`config.mk`:
```
export PLATFORM = sky130hd
export DESIGN_NAME = fetch_unit
export DESIGN_NICKNAME = d
export VERILOG_FILES = /design/src/rtl/fetch_unit.sv
export SDC_FILE = /design/constraint.sdc
export NUM_CORES = 1
export LEC_CHECK = 0
export ABC_AREA = 1
export CAP_MARGIN = 20
export CORE_ASPECT_RATIO = 2
export CORE_MARGIN = 10
export CORE_UTILIZATION = 50
export DETAILED_ROUTE_END_ITERATION = 12
export PLACE_DENSITY = 0.81
export SYNTH_ARGS = -nofsm -noshare
export SYNTH_HDL_FRONTEND = slang
export SYNTH_SLANG_ARGS = --single-unit
```
`constraint.sdc`:
```
create_clock -name clk -period 2.55 [get_ports clk]
set_clock_uncertainty 0.15 [all_clocks]
set_input_delay 0.51 -clock clk [delete_from_list [all_inputs] [get_ports clk]]
set_output_delay 0.51 -clock clk [all_outputs]
set_load 0.01 [all_outputs]
```
`src/rtl/fetch_unit.sv`:
```
// Instruction fetch stage: owns the PC, issues one-at-a-time word reads to
// instruction memory and presents each fetched word with its PC to decode.
module fetch_unit #(
  parameter logic [31:0] RESET_PC = 32'h0000_0000,
  parameter logic [31:0] NOP_INSN = 32'h0000_0013
) (
  input  logic        clk,
  input  logic        rst,
  output logic        imem_req_valid,
  output logic [31:0] imem_req_addr,
  input  logic        imem_req_ready,
  input  logic        imem_rsp_valid,
  input  logic [31:0] imem_rsp_data,
  input  logic        redirect_valid,
  input  logic [31:0] redirect_pc,
  input  logic        stall,
  output logic        if_valid,
  output logic [31:0] if_instruction,
  output logic [31:0] if_pc,
  output logic [31:0] if_pc_plus4
);

  typedef enum logic [1:0] {
    S_REQ   = 2'd0,
    S_WAIT  = 2'd1,
    S_HOLD  = 2'd2,
    S_DRAIN = 2'd3
  } state_t;

  state_t      state;
  logic [31:0] pc;
  logic [31:0] req_pc;
  logic        hold_valid;
  logic [31:0] hold_data;
  logic [31:0] hold_pc;

  logic        out_load;
  logic        consume;
  logic [31:0] redirect_aligned;

  assign out_load         = !if_valid || !stall;
  assign consume          = if_valid && !stall;
  assign redirect_aligned = redirect_pc & 32'hFFFF_FFFC;

  assign imem_req_valid = (state == S_REQ) && !rst;
  assign imem_req_addr  = pc & 32'hFFFF_FFFC;

  // Redirect outranks every state action, including a stalled output;
  // its next state depends on whether a request is still in flight.
  always_ff @(posedge clk) begin
    if (rst) begin
      state          <= S_REQ;
      pc             <= RESET_PC;
      req_pc         <= RESET_PC;
      hold_valid     <= 1'b0;
      hold_data      <= NOP_INSN;
      hold_pc        <= 32'h0;
      if_valid       <= 1'b0;
      if_instruction <= NOP_INSN;
      if_pc          <= 32'h0;
      if_pc_plus4    <= 32'h0;
    end else if (redirect_valid) begin
      pc             <= redirect_aligned;
      if_valid       <= 1'b0;
      if_instruction <= NOP_INSN;
      hold_valid     <= 1'b0;
      case (state)
        S_REQ:   state <= imem_req_ready ? S_DRAIN : S_REQ;
        S_WAIT:  state <= imem_rsp_valid ? S_REQ : S_DRAIN;
        S_DRAIN: state <= imem_rsp_valid ? S_REQ : S_DRAIN;
        default: state <= S_REQ;
      endcase
    end else begin
      case (state)
        S_REQ: begin
          if (imem_req_ready) begin
            req_pc <= pc;
            pc     <= pc + 32'd4;
            state  <= S_WAIT;
          end
          if (consume) begin
            if_valid       <= 1'b0;
            if_instruction <= NOP_INSN;
          end
        end
        S_WAIT: begin
          if (imem_rsp_valid) begin
            if (out_load) begin
              if_valid       <= 1'b1;
              if_instruction <= imem_rsp_data;
              if_pc          <= req_pc;
              if_pc_plus4    <= req_pc + 32'd4;
              state          <= S_REQ;
            end else begin
              hold_valid <= 1'b1;
              hold_data  <= imem_rsp_data;
              hold_pc    <= req_pc;
              state      <= S_HOLD;
            end
          end else if (consume) begin
            if_valid       <= 1'b0;
            if_instruction <= NOP_INSN;
          end
        end
        S_HOLD: begin
          if (!stall) begin
            if_valid       <= hold_valid;
            if_instruction <= hold_valid ? hold_data : NOP_INSN;
            if_pc          <= hold_pc;
            if_pc_plus4    <= hold_pc + 32'd4;
            hold_valid     <= 1'b0;
            state          <= S_REQ;
          end
        end
        S_DRAIN: begin
          if (imem_rsp_valid) begin
            state <= S_REQ;
          end
          if (consume) begin
            if_valid       <= 1'b0;
            if_instruction <= NOP_INSN;
          end
        end
        default: state <= S_REQ;
      endcase
    end
  end

endmodule

```
==> results.md, run 1 <==
- Clock-pin slew was measured on the worst setup and hold paths at 0.07 ns.
- Of the available clock period, the critical path in the final layout requires 93.3%.
- Setup violations remaining at the end of the flow were counted as 0.
- The initial utilization of the core area, before any placement, comes to 50.5%.
- The analysis attributes to cell leakage a power of 5.81 nW.
- The initial antenna violation count was 0.
- The row count is 76.
- The worst setup path is launched from a flop.
- Measured in cells, the most critical reg-to-reg path has a length of 16.
- CTS saw 218 sinks.
- At the worst endpoint, the required time is 2.85 ns.
- The post-synth design cell area is 10800 um^2.
- The capturing instance or port of the critical path is if_pc_plus4[30].
- The nature of the critical path endpoint is a flop.
- The overall die width is 124 um.
- The first detailed-routing pass ran for 5 iterations.
- During placement, the flow inserted port buffers numbering 191.
- The clock latency on the worst-skew pair is 0.53 ns.
- The first-pass GRT wire length is 55.0 mm.
- For this run, the number of Yosys warnings is 0.
- The flow ran to the end, and the final reports show no timing, DRC or antenna violations.
- The global-route track usage on met3 is 4.95%.
- The HPWL after detailed placement is 26.5 mm.
- The register bit total from synthesis is 218.
- The worst hold path class is in -> reg.
- The most instantiated flip-flop cell in the synthesis netlist is dfxtp_1.
- The part of the Yosys area used for sequential elements is 40.2%.
- In the final layout, the multi-input gates occupy 5470 um^2.
- Across the run, the number of max-cap violations was 0.
- The power density of the placed cells is 659 nW/um^2.
- The arrival time of the worst setup path is 2.68 ns.
- The number of failing hold endpoints at the final stage is 0.
- The average vias per placed instance is 5.44.
- The critical path is of the reg -> reg type.
- The number of placed I/O pins is 200.
- The final critical path time including I/O delays and setup is 2.38 ns.
- The setup slack on the worst flop-to-flop path is 0.17 ns.
- The final global-route overflow total is 0.
- In the final routed layout, each cell accounts on average for 17.4 um.
- In the routed design, unresolved DRC markers number 0.
- The congestion estimate from routability-driven global placement came to 0.956.
- The count of nets left with antenna violations once routing finished came out at 0.
- Global routing used 44.3% of the available met2 tracks.
- Synthesis produced 1564 cells.
- The net count of the finished layout is 1822.
- The via count is 11100.
- The ratio of cells with drive above 1 in the final layout is 10.2%.
- The hold path startpoint is rst.
- The worst-case vdd ir drop is 0.499 mV.
- The synthesized area divided by synthesized cell count is 6.94 um^2.
- The longest clock path from root to sink contains 3 buffers.
- The die covers 28300 um^2.
- The routing usage on met1 is 23.6%.
- The worst-path maximum fanout is 13.
- The total count of max-transition violations in the final report was 0.
- CTS built an H-tree with a depth of 1.
- The end of the worst register-to-register path is if_pc_plus4[30].
- The pin count of the biggest net entering global routing is 64.
- TritonCTS built the clock tree.
- Across every metal layer, demand over resource in global routing totals 23.9%.
- The total core area is 21500 um^2.
- In the synthesized netlist the async set-or-reset flop fraction comes to 0%.
- The worst-margin pin slew is 0.729 ns.
- The achievable frequency is 420 MHz.
- Yosys mapped the design onto 48 distinct sky130hd cell types.
- The number of fill cells is 1966.
- The starting DRC count in detailed routing is 655.
- The sequential cell area is 4360 um^2.
- The worst slew margin relative to its limit is 51.3%.
- Setup total negative slack on the finished layout was measured at 0 ns.
- The number of global-route vias before repair is 10600.
- Clock tree synthesis selected as its root buffer the cell clkbuf_16.
- The number of synthesized flops with an enable pin is 0.
- Setup repair after global routing left no endpoint under its margin.
- The startpoint identified for the worst register-to-register timing path is state[0].
- The CTS buffer count is 21.
- In this run the most used layer during global routing was met2.
- The repair_antennas step left the layout with diodes totalling 0.
- The routed wire length is 35.5 mm.
- From synthesis to final layout, the design area changed by 28.2%.
- Tracing the worst setup path back leads to its startpoint at state[0].
- The overall power after layout is 9.17 mW.
- The die extent in y is 228 um.
- The final core utilization is 64.7%.
[metal layers]
layer | up-vias | wire (um)
li1 | 5431 | -
met1 | 5129 | 12200
met2 | 390 | 19100
met3 | 109 | 2320
met4 | 0 | 1840
met5 | - | 0
[layout make-up]
type / count / share of cell area (%)
clock buffers: 28 / 4.11
clock inverters: 10 / 0.792
inverters: 146 / 3.98
multi-input cells: 1110 / 39.3
flip-flops and latches: 218 / 31.4
well taps: 273 / 2.46
repair buffers: 249 / 17.9
[sequential cells by signal (all words and copies together), names as in the netlist]
| name | cells |
|---|---|
| if_pc_plus4 | 30 |
| if_valid | 1 |
| hold_data | 32 |
| pc | 30 |
| hold_pc | 30 |
| state | 2 |
| req_pc | 30 |
| if_instruction | 32 |
| hold_valid | 1 |
| if_pc | 30 |
[cell usage in the layout, fill, tap and decap left out, types with 22 or more instances in the layout]
master | Yosys | routed
a32o_1 | 26 | 26
clkdlybuf4s50_1 | 0 | 189
nand2_1 | 325 | 324
clkbuf_16 | 0 | 22
a21oi_1 | 118 | 116
inv_1 | 139 | 138
o21ai_0 | 146 | 146
buf_4 | 8 | 44
nand3_1 | 64 | 64
nor2_1 | 252 | 250
dfxtp_1 | 218 | 218
[worst min path at each step]
stage / end / slack [ns] / cells after the start
floorplan: hold_pc[16] / 0.27 / 2
global placement: hold_pc[16] / 0.28 / 2
detailed placement: hold_pc[7] / 0.29 / 2
CTS: if_pc_plus4[2] / 0.20 / 2
global route: if_pc_plus4[2] / 0.24 / 2
finish: if_pc_plus4[2] / 0.22 / 2
[stage by stage]
| stage | setup slack, ns | cell area, um^2 | hold slack (ns) | cells |
|---|---|---|---|---|
| after global placement | 0.0760 | 13200 | 0.281 | 1994 |
| after floorplan | 0.305 | 10900 | 0.274 | 1569 |
| after global routing | 0.0200 | 13900 | 0.239 | 2034 |
| after CTS | 0.0543 | 13800 | 0.196 | 2032 |
| after detailed placement | 0.0327 | 13200 | 0.288 | 1994 |
| final | 0.170 | 13900 | 0.215 | 2034 |
[repair_timing]
item | 4_1_cts | 5_1_grt
setup endpoints to repair | 1 | 16
hold buffers | 0 | 0
pin swaps | 0 | 1
buffers inserted | 0 | 1
gates resized for setup | 1 | 8
gates cloned | 0 | 1
[Yosys cell counts (8+ instances only)]
master	count	area, um^2
a211oi_1	10	75.1
a21oi_1	118	591
a31oi_1	15	93.8
a32o_1	26	260
buf_1	8	30.0
buf_2	22	110
buf_4	8	60.1
clkbuf_1	48	180
dfxtp_1	218	4360
inv_1	139	522
nand2_1	325	1220
nand2_2	17	106
nand2_4	9	101
nand3_1	64	320
nand4_1	18	113
nor2_1	252	946
nor2_2	16	100
nor3_1	16	80.1
o21ai_0	146	731
o21ai_2	11	96.3
[logic make-up after synthesis]
logic type / count (synthesis) / synth area share (%)
other: 1 / 0.0346
flip-flops: 218 / 40.2
buffers and inverters: 241 / 9.79
AO/OA/AOI/OAI: 346 / 18.5
adder cells (fa/ha/maj): 6 / 0.692
AND/OR/NAND/NOR: 747 / 30.3
XOR/XNOR: 5 / 0.404
[worst max-delay path: stages (launching register included)]
cell and delay [ns]:
dfxtp_1 0.33, inv_1 0.15, ha_4 0.20, inv_4 0.07
nand2_1 0.08, o21ai_2 0.10, inv_1 0.10, ha_1 0.21
nand2_4 0.09, nor2_8 0.14, nand2_4 0.08, nor2_4 0.18
buf_12 0.15, nand3_1 0.07, nand2_1 0.06, inv_1 0.04
nor2_1 0.09
[where the power goes]
part,internal [mW],switching (mW),total (mW)
combinational,0.927,1.25,2.18
clock,1.79,1.37,3.17
sequential,3.65,0.169,3.82
total,6.38,2.79,9.17
(Power assumes the default switching activity.)
==> inputs of run 2 (changes only) <==
--- a/config.mk
+++ b/config.mk
@@ -10,8 +10,10 @@
 export CORE_ASPECT_RATIO = 2
 export CORE_MARGIN = 10
 export CORE_UTILIZATION = 50
+export CTS_BUF_LIST = sky130_fd_sc_hd__clkbuf_8
 export DETAILED_ROUTE_END_ITERATION = 12
 export PLACE_DENSITY = 0.81
+export SETUP_SLACK_MARGIN = 0.05
 export SYNTH_ARGS = -nofsm -noshare
 export SYNTH_HDL_FRONTEND = slang
 export SYNTH_SLANG_ARGS = --single-unit
==> run 2 against run 1 <==
Global-route usage is essentially flat. Flip-flop and latch count is the same. Critical path depth is 14 lower. Clock power is 6.6% lower. Utilization fell by 0.10 points. Final area fell by 0.16%. Via count is 0.43% lower. Worst setup slack got worse by 0.031 ns. Total power down 2.3%. Cell count is 0.88% higher.
==> results.md, run 2 (synthesized netlist as in run 1, its figures left out) <==
- Setup violations remaining at the end of the flow were counted as 0.
- In this run the count of I/O pins placed on the die edge is 200.
- In the final layout, the registers with the most flip-flops are hold_data (32), if_instruction (32).
- The die extent in y is 228 um.
- The row count is 76.
- Cells with a size suffix above 1 make up 11.2% of the layout.
- The final-stage net count is 1831.
- From left edge to right edge, the die measures 124 um.
- The routed design has 35.3 mm of wire.
- The port buffer count is 191.
- The number of global-route vias before repair is 10600.
- The worst slew margin relative to its limit is 50.8%.
- Detailed placement ended at an HPWL of 26.5 mm.
- For this run, the share of the core covered by cells in the final layout is 64.6%.
- The initial utilization of the core area, before any placement, comes to 50.5%.
- The final RePlAce weighted congestion is 0.956.
- Dividing the detail-routed via count by the number of cells gives 5.37.
- After routing the design area is 13900 um^2.
- The area of the die is 28300 um^2.
- The run finished with clean final reports.
- STA puts the critical path data required time at 1.89 ns.
- The static power due to leakage is 5.83 nW.
- After the flow finishes, the layout carries non-filler instances totaling 2052.
- The worst setup path is launched from a flop.
- For the final routed database, the setup TNS stands at 0 ns.
- The first routing iteration left 770 violations.
- After global routing the overflow that remains totals 0.
- CTS saw 218 sinks.
- The post-detailed-route DRC marker count is 0.
- For the worst flop-to-flop path, the logic depth is 15.
- Dividing total power by cell area gives a power density of 645 nW/um^2.
- For the worst-skew pair, the clock arrives at the later sink with an insertion delay of 0.60 ns.
- Final hold analysis gives a worst-case slack of 0.145 ns.
- The largest stage delay on the critical path is 0.53 ns.
- The most common cell after layout, fill and taps aside is nand2_1.
- Once detail routing completed, the nets flagged for antenna violations numbered 0.
- Timing analysis after detailed placement gives a worst setup slack of 0.0327 ns.
- Relative to the synthesized area, the layout overhead comes to 28.0%.
- The initial antenna violation count is 0.
- The worst setup path is captured at an output port.
- The signal on the critical path passes through buf_4, clkdlybuf4s50_1.
- Static timing analysis puts the maximum clock frequency at 415 MHz.
- The number of failing hold endpoints at the final stage is 0.
- The number of antenna diodes in the final layout is 0.
- The pin count of the biggest net entering global routing is 64.
- The tree is rooted in a clkbuf_8.
- The average routed wire per standard cell is 17.2 um.
- The overall track demand over capacity in global routing is 24.0%.
- The worst hold path class is in -> reg.
- The worst-margin pin slew is 0.737 ns.
- The total core area is 21500 um^2.
- The arrival time of the worst setup path is 1.75 ns.
- The overall power after layout is 8.96 mW.
- Counting along the longest clock path gives a buffer depth of 3.
- The placed cell count is 1994.
- Along the worst hold path, the cell count comes to 2.
- The worst-case vdd ir drop is 0.765 mV.
- The first global-routing pass estimated 55.2 mm of wire.
- The pre-antenna-repair detailed-routing pass consisted of 5 iterations.
- The number of fill cells is 1982.
- CTS built an H-tree with a depth of 1.
- For this block, the via count after detailed routing is 11000.
- The clock-pin transition on the worst setup and hold timing paths is 0.07 ns.
- Setup repair after global routing left no endpoint under its margin.
- The worst setup margin is 0.140 ns.
- The critical path in this run is classified as reg -> out.
- The final critical path time including I/O delays and setup is 2.41 ns.
- The CTS buffer count is 30.
- The number of violations of the max-capacitance limit is 0.
- The total count of max-transition violations in the final report came to 0.
- Among all stages on the critical path, the largest delay is contributed by clkdlybuf4s50_1.
- Of all nets on the critical path, the largest fanout is 5.
- The final period utilization is 94.5%.
- After detailed placement, the total cell area comes to 13200 um^2.
- The TritonCTS clock tree is done.
- The top cell types in the final layout, fill and taps aside, are nand2_1, nor2_1, dfxtp_1.
run 2: changes by cell type in the layout (fill, tap and decap cells not counted), moves of 4 or more:
cell	delta
clkbuf_8	+33
clkbuf_16	-21
clkbuf_1	-5
clkinv_2	+5
inv_1	+4
run 2: timing repair:
action / 4_1_cts / 5_1_grt
setup buffers: 0 / 1
endpoints found under the setup margin: 1 / 30
hold buffers: 0 / 0
pin swaps: 0 / 1
cloned: 0 / 1
endpoints found under the hold margin: 0 / 0
gates resized for setup: 1 / 11
run 2: final cells by class:
| class | count | area [um^2] | share of cell area [%] |
|---|---|---|---|
| clock inverter | 21 | 183 | 1.32 |
| sequential | 218 | 4370 | 31.4 |
| clock buffer | 35 | 482 | 3.47 |
| inverter | 146 | 553 | 3.98 |
| tap | 273 | 342 | 2.46 |
| timing repair buffer | 249 | 2490 | 17.9 |
| multi-input combinational | 1110 | 5470 | 39.4 |
run 2: critical path, delay by kind of cell (launching register included):
| family | cells | cell delay [ns] |
|---|---|---|
| buffers and inverters | 2 | 0.70 |
| DFF | 1 | 0.46 |
run 2: worst paths after layout:
kind	startpoint	to	slack (ns)
worst max-delay path	pc[4]	imem_req_addr[4]	0.14
worst min-delay path	rst	if_pc_plus4[11]	0.14
worst max register to register	state[0]	if_pc_plus4[30]	0.26
worst min register to register	hold_pc[21]	hold_pc[21]	0.30
run 2: report_power, final:
group          internal [mW]  switching (mW)  leakage [nW]  total (mW)
registers               3.66           0.169          1.77        3.82
logic                  0.927            1.25          3.69        2.18
clock network           1.57            1.39         0.365        2.96
total                   6.15            2.80          5.83        8.96
run 2: per-layer routing:
layer  global-route usage, %  wire, um  share of wire (%)  vias up
li1                        -         -                  -     5461
met1                    23.7     12300                 35     5067
met2                    43.7     18700                 53      363
met3                    5.12      2310                6.5      120
met4                    13.4      2010                5.7        0
met5                       0         0                  0        -
==> inputs of run 3 (changes only) <==
--- a/config.mk
+++ b/config.mk
@@ -11,6 +11,7 @@
 export CORE_MARGIN = 10
 export CORE_UTILIZATION = 50
 export CTS_BUF_LIST = sky130_fd_sc_hd__clkbuf_8
+export CTS_CLUSTER_SIZE = 24
 export DETAILED_ROUTE_END_ITERATION = 12
 export PLACE_DENSITY = 0.81
 export SETUP_SLACK_MARGIN = 0.05
==> results of run 3 <==
Same layout as run 2: the final DEF is identical, and so are final timing and power.
